$ cat src/rtl/hazard_controller_pkg.sv
// Shared types for the hazard controller: forward-select encoding and FSM states.
// Latency: n/a (types, constants and a pure helper function only).
// Backpressure: n/a.
package hazard_controller_pkg;

   localparam int          REG_W   = 5;
   localparam logic [15:0] CNT_MAX = 16'hFFFF;

   // Operand source selection for the EXE stage.
   typedef enum logic [1:0] {
      FWD_RF  = 2'b00,
      FWD_WB  = 2'b01,
      FWD_MEM = 2'b10
   } fwd_sel_t;

   typedef enum logic [1:0] {
      ST_RUN   = 2'b00,
      ST_STALL = 2'b01,
      ST_FLUSH = 2'b10
   } hz_state_t;

   // True when a destination register is real (not x0) and names the source register.
   function automatic logic reg_match(input logic [REG_W-1:0] dst, input logic [REG_W-1:0] src);
      return (dst != '0) && (dst == src);
   endfunction

endpackage

$ cat src/rtl/hazard_controller_scoreboard.sv
// Pending-writeback scoreboard: one bit per architectural register for multi-cycle ops.
// Latency: set/clear take effect at the next clk edge; sb_vec is a plain register.
// Backpressure: none; x0 is never tracked, and a set wins over a same-cycle clear.
module reg_scoreboard
   import hazard_controller_pkg::*;
(
   input  logic             clk,
   input  logic             rst,
   input  logic             set_en,
   input  logic [REG_W-1:0] set_idx,
   input  logic             clr_en,
   input  logic [REG_W-1:0] clr_idx,
   output logic [31:0]      sb_vec
);

   logic [31:0] set_mask;
   logic [31:0] clr_mask;

   // Decode set/clear requests into one-hot masks, dropping x0.
   always_comb begin
      set_mask = '0;
      clr_mask = '0;
      if (set_en && (set_idx != '0)) set_mask[set_idx] = 1'b1;
      if (clr_en && (clr_idx != '0)) clr_mask[clr_idx] = 1'b1;
   end

   // Clear first, then OR in the set so a same-cycle set on the same bit survives.
   always_ff @(posedge clk) begin
      if (rst) sb_vec <= '0;
      else     sb_vec <= (sb_vec & ~clr_mask) | set_mask;
   end

endmodule

$ cat src/rtl/hazard_controller.sv
// Pipeline hazard controller: stalls, flushes, operand forwarding and a stall counter.
// Latency: stall/flush/forward outputs are combinational from the current inputs and state.
// Backpressure: holds IF/ID and bubbles EXE on hazards; FORWARDING_EN selects the bypass build.
module hazard_controller
   import hazard_controller_pkg::*;
(
   input  logic        clk,
   input  logic        rst,
   input  logic        id_valid,
   input  logic [4:0]  rs1_d,
   input  logic [4:0]  rs2_d,
   input  logic [4:0]  a1_e,
   input  logic [4:0]  a2_e,
   input  logic [4:0]  rd_e,
   input  logic        reg_write_e,
   input  logic        mem_load_e,
   input  logic [4:0]  rd_m,
   input  logic        reg_write_m,
   input  logic [4:0]  rd_w,
   input  logic        reg_write_w,
   input  logic        branch_taken_e,
   input  logic        muldiv_start_e,
   input  logic        muldiv_done,
   input  logic [4:0]  muldiv_rd,
   output logic        stall_if,
   output logic        stall_id,
   output logic        flush_id,
   output logic        flush_exe,
   output logic [1:0]  fwd_a_e,
   output logic [1:0]  fwd_b_e,
   output logic [15:0] perf_stall_cnt
);

   logic [31:0] sb_vec;
   hz_state_t   state;
   logic [15:0] stall_cnt;
   logic        sb_hit;
   logic        lu_hit;
   logic        raw_hit;
   logic        hazard;
   logic        stall_c;
   logic        flush_id_c;
   logic        flush_exe_c;
   fwd_sel_t    fwd_a;
   fwd_sel_t    fwd_b;

   reg_scoreboard u_sb (
      .clk     (clk),
      .rst     (rst),
      .set_en  (muldiv_start_e),
      .set_idx (rd_e),
      .clr_en  (muldiv_done),
      .clr_idx (muldiv_rd),
      .sb_vec  (sb_vec)
   );

   // Hazard detection. The only destination visible here is rd_e, so the WAW check
   // looks at a writing EXE instruction targeting a register still owned by a multi-cycle op.
   always_comb begin
      sb_hit = id_valid && (((rs1_d != '0) && sb_vec[rs1_d]) ||
                            ((rs2_d != '0) && sb_vec[rs2_d]) ||
                            (reg_write_e && (rd_e != '0) && sb_vec[rd_e]));
      lu_hit = id_valid && mem_load_e && (reg_match(rd_e, rs1_d) || reg_match(rd_e, rs2_d));
`ifdef FORWARDING_EN
      raw_hit = 1'b0;
`else
      // No bypass from EXE/MEM: any in-flight writer of an ID source must drain first.
      raw_hit = id_valid &&
                ((reg_write_e && (reg_match(rd_e, rs1_d) || reg_match(rd_e, rs2_d))) ||
                 (reg_write_m && (reg_match(rd_m, rs1_d) || reg_match(rd_m, rs2_d))));
`endif
      // ID holds a squashed slot right after a redirect, so nothing there can hazard.
      hazard = (state != ST_FLUSH) && (sb_hit || lu_hit || raw_hit);
   end

   // Redirect outranks every stall; the stall sources all produce the same response.
   always_comb begin
      stall_c     = 1'b0;
      flush_id_c  = 1'b0;
      flush_exe_c = 1'b0;
      if (branch_taken_e) begin
         flush_id_c  = 1'b1;
         flush_exe_c = 1'b1;
      end else if (hazard) begin
         stall_c     = 1'b1;
         flush_exe_c = 1'b1;
      end
   end

   // Operand forwarding for the EXE sources; MEM is the younger result and wins over WB.
   always_comb begin
      fwd_a = FWD_RF;
      fwd_b = FWD_RF;
`ifdef FORWARDING_EN
      if (reg_write_m && reg_match(rd_m, a1_e))      fwd_a = FWD_MEM;
      else if (reg_write_w && reg_match(rd_w, a1_e)) fwd_a = FWD_WB;
      if (reg_write_m && reg_match(rd_m, a2_e))      fwd_b = FWD_MEM;
      else if (reg_write_w && reg_match(rd_w, a2_e)) fwd_b = FWD_WB;
`endif
   end

`ifndef FORWARDING_EN
   // EXE operand names and WB info only matter to the bypass network.
   logic unused_fwd_inputs;
   assign unused_fwd_inputs = ^{a1_e, a2_e, rd_w, reg_write_w};
`endif

   // Controller state: remembers a redirect so the next ID slot is treated as dead.
   always_ff @(posedge clk) begin
      if (rst)                 state <= ST_RUN;
      else if (branch_taken_e) state <= ST_FLUSH;
      else if (stall_c)        state <= ST_STALL;
      else                     state <= ST_RUN;
   end

   // Stall-cycle counter, saturating so long runs never wrap to a misleading small value.
   always_ff @(posedge clk) begin
      if (rst)                                stall_cnt <= '0;
      else if (stall_c && stall_cnt != CNT_MAX) stall_cnt <= stall_cnt + 16'd1;
   end

   // All outputs are forced low while reset is held.
   assign stall_if       = ~rst & stall_c;
   assign stall_id       = ~rst & stall_c;
   assign flush_id       = ~rst & flush_id_c;
   assign flush_exe      = ~rst & flush_exe_c;
   assign fwd_a_e        = rst ? 2'b00 : fwd_a;
   assign fwd_b_e        = rst ? 2'b00 : fwd_b;
   assign perf_stall_cnt = rst ? 16'd0 : stall_cnt;

endmodule

$ cat config.mk
export PLATFORM = sky130hd
export DESIGN_NAME = hazard_controller
export DESIGN_NICKNAME = d
export VERILOG_FILES = /design/src/rtl/hazard_controller_pkg.sv /design/src/rtl/hazard_controller_scoreboard.sv /design/src/rtl/hazard_controller.sv
export SDC_FILE = /design/constraint.sdc
export NUM_CORES = 1
export LEC_CHECK = 0
export ABC_AREA = 0
export CORE_MARGIN = 2
export CORE_UTILIZATION = 48
export CTS_BUF_LIST = sky130_fd_sc_hd__clkbuf_4
export CTS_CLUSTER_DIAMETER = 150
export DETAILED_ROUTE_END_ITERATION = 10
export PLACE_DENSITY = 0.76
export SYNTH_ARGS = -nofsm -noshare
export SYNTH_HDL_FRONTEND = slang
export SYNTH_SLANG_ARGS = --single-unit
$ cat constraint.sdc
create_clock -name clk -period 2.45 [get_ports clk]
set_input_delay 0.245 -clock clk [delete_from_list [all_inputs] [get_ports clk]]
set_output_delay 0.245 -clock clk [all_outputs]
set_load 0.005 [all_outputs]
==> flow_summary_export.csv <==
group,metric,value,unit
status,run_status,"finished, violations left",
status,violations,"setup timing",
finish,syn_to_final_growth,34.2,%
sta,setup_tns,-4.54,ns
place,place_hpwl,7.83,mm
power,p_int,1.24,mW
synth,ys_seq_area_frac,0.289,
floorplanning,coreArea,6870,um^2
sta,slew_headroom,0.574,
global_route,grt_pass1_vias,3390,
power,pwr-share-comb,0.236,
sta,worstMarginPinSlew,0.633,ns
critical_path,arrival,2.61,ns
power,power_leakage,1.77,nW
routing,viasPerCell,5.71,
finish,final_nets,583,
power,ir_drop,250,uV
critical_path,end_kind,"output pin",
synth,syn-mean-instance-area,8.10,um^2
sta,setup_violations,19,
finish,layout-drive-gt1-share,0.238,
synth,synth_cells,427,
finish,n_antenna_cell,0,
synth,synth_warnings,0,
clock_network,cts_tree,"done",
clock_network,clk_pin_slew,0.15,ns
synth,ys.flop_type,"dfxtp_1",
worst_hold_path,hold_path.class,"in -> reg",
sta,fin_crit_sh,1.17,
global_route,grt_max_degree,33,
floorplanning,rows,30,
routing,drt-initial-drc-count,367,
sta,clock.fmax,350,MHz
routing,first_pass_iters,5,
synth,synth_cell_types,49,
sta,post-route-min-period,2.86,ns
clock_network,hold_buffers,0,
power,power,1.71,mW
sta,hold_violations,0,
place,place_congestion,1.01,
job,drv_cap,0,
power,power.switching,473,uW
clock_network,clock_path_buffers,2,
routing,vias,3593,
synth,synthArstFlopShare,0,
clock_network,htree_levels,2,
synth,synth_edf_count,0,
floorplanning,io_pins,74,
clock_network,root_buffer,"clkbuf_4",
power,p_seq_frac,0.486,
power,p_per_area,368,nW/um^2
sta,clock-skew-final,0.00955,ns
critical_path,cp-start-kind,"flop",
power,swShare,0.277,
clock_network,cts_sinks,50,
clock_network,clk_latency,0.37,ns
critical_path,cp.required,2.20,ns
routing,ant_nets,0,
synth,netlist_area,3460,um^2
floorplanning,die_area,7900,um^2
place,io_buffers,53,
sta,maxSlewViolCount,0,
synth,ys_ff_latch,50,
floorplanning,die_y,88.9,um
routing,routed_wl,10.4,mm
power,clockPowerShare,0.278,
critical_path,critPathMaxFanout,4,
clock_network,cts_buffers,5,
global_route,antenna_found_initial,0,
routing,drc,0,
global_route,grtUsageTotal,0.272,
sta,worst_slack,-0.405,ns
sta,rsz0062_at_grt,"true",
floorplanning,start_util,0.504,
critical_path,worstSetupPathType,"reg -> out",
global_route,grt_pass1_wl,16.4,mm
routing,wl_per_cell,16.5,um
floorplanning,die_width,88.9,um
global_route,grt_overflow_total,0,
[cells in the mapped netlist, drive strengths merged (4+ instances only)]
library cell	instances	area (um^2)
nor3	18	100
mux4	12	274
nand2	49	184
nand3	16	80.1
xor2	12	105
clkbuf	14	53.8
nand3b	5	37.5
nor2b	22	138
dfxtp	50	1000
o21ai	40	200
a22oi	4	30.0
a21oi	37	185
a31oi	7	43.8
inv	10	37.5
xnor2	8	70.1
mux2	12	139
buf	17	106
mux2i	24	240
nor2	29	109
or3	6	37.5
nand4	4	25.0
[worst paths after layout]
check | start | to | slack (ns) | cells past startpoint
max | u_sb.sb_vec[10] | flush_exe | -0.41 | 8
min | rst | state[1] | 0.15 | 2
max reg2reg | u_sb.sb_vec[10] | stall_cnt[10] | -0.27 | 9
min reg2reg | u_sb.sb_vec[0] | u_sb.sb_vec[0] | 0.48 | 1
[cells in the final DEF, fill, tap and decap left out, types with 2 or more instances in the layout]
cell type        Yosys  final
nor2_1              29     29
nand4_1              4      4
o211ai_1             3      3
clkinv_2             0      2
conb_1               1      4
and3_1               2      2
clkdlybuf4s50_1      0     43
or3_1                6      6
mux2i_1             24     24
nand2b_1             3      3
xor2_1              12     12
o31ai_1              2      2
buf_12               0      3
dlygate4sd2_1        0      6
mux2_2              10     10
o2111ai_2            0      2
buf_4                5     70
nand3_1             16     16
xnor2_1              8      8
nand2_1             49     49
o21ai_0             40     39
a22oi_1              4      4
inv_1               10     10
clkbuf_4             0      5
nor2b_1             22     22
dfxtp_2              0      6
a21oi_1             37     37
buf_2                7      4
mux4_2              11     12
nor3_1              16     16
nand3b_1             5      5
a31oi_1              7      7
dfxtp_1             50     43
or3b_2               3      3
[cell families after synthesis]
group,after synthesis,share of synthesized area
mux,48,0.189
flops,50,0.289
xor+xnor,20,0.0506
simple gates,164,0.238
buf+inv,41,0.0571
other cells,1,0.00108
compound gates,102,0.171
fa+ha+maj,1,0.00362
[critical path, stage by stage (launching register included)]
cell and delay [ns]:
dfxtp_4 0.39, mux4_2 0.48, o2111ai_2 0.19, nand2_1 0.08
or4_4 0.56, nor3_4 0.16, nor2_1 0.06, o21ba_2 0.21
buf_2 0.12
[layer usage]
| layer | GRT usage | share of wire | wire length (um) |
|---|---|---|---|
| met1 | 0.365 | 0.41 | 4290 |
| met3 | 0.0434 | 0.085 | 885 |
| met5 | 0 | 0 | 0 |
| met4 | 0.0937 | 0.023 | 233 |
| met2 | 0.446 | 0.48 | 4940 |
[flip-flops by register name (all words and copies together), names as in the netlist]
signal,flops
stall_cnt,16
u_sb.sb_vec,32
state,2
[final cells by class]
class,instances,area [um^2]
Clock buffer,5,37.5
Clock inverter,3,40.0
Fill cell,572,2220
Inverter,10,37.5
Multi-Input combinational cell,339,2310
Sequential cell,50,1010
Tap cell,96,120
Timing Repair Buffer,126,1090
[per-stage QoR]
step | cells | setup slack (ns) | hold slack (ns) | utilization | cell area [um^2]
6_report | 629 | -0.405 | 0.148 | 0.676 | 4640
5_1_grt | 629 | -0.537 | 0.158 | 0.676 | 4640
4_1_cts | 629 | -0.440 | 0.138 | 0.675 | 4630
3_5_place_dp | 616 | -0.943 | 0.462 | 0.653 | 4490
3_3_place_gp | 616 | -0.887 | 0.459 | 0.653 | 4490
2_1_floorplan | 430 | -0.167 | 0.324 | - | 3480
[power groups by stage]
stage          clock [mW]  sequential [mW]  combinational, mW
4_1_cts             0.483            0.831              0.398
6_report            0.476            0.831              0.403
3_3_place_gp            0            0.849              0.375
5_1_grt             0.510            0.832              0.435
2_1_floorplan           0            0.845              0.203
3_5_place_dp            0            0.849              0.381
[timing repair]
action                     4_1_cts  5_1_grt
setup buffers                    5        0
pin swaps                        8        6
setup endpoints to repair       19       19
gates resized for setup         30        3
hold endpoints to repair         0        0
Power figures use the tool's default switching activity.
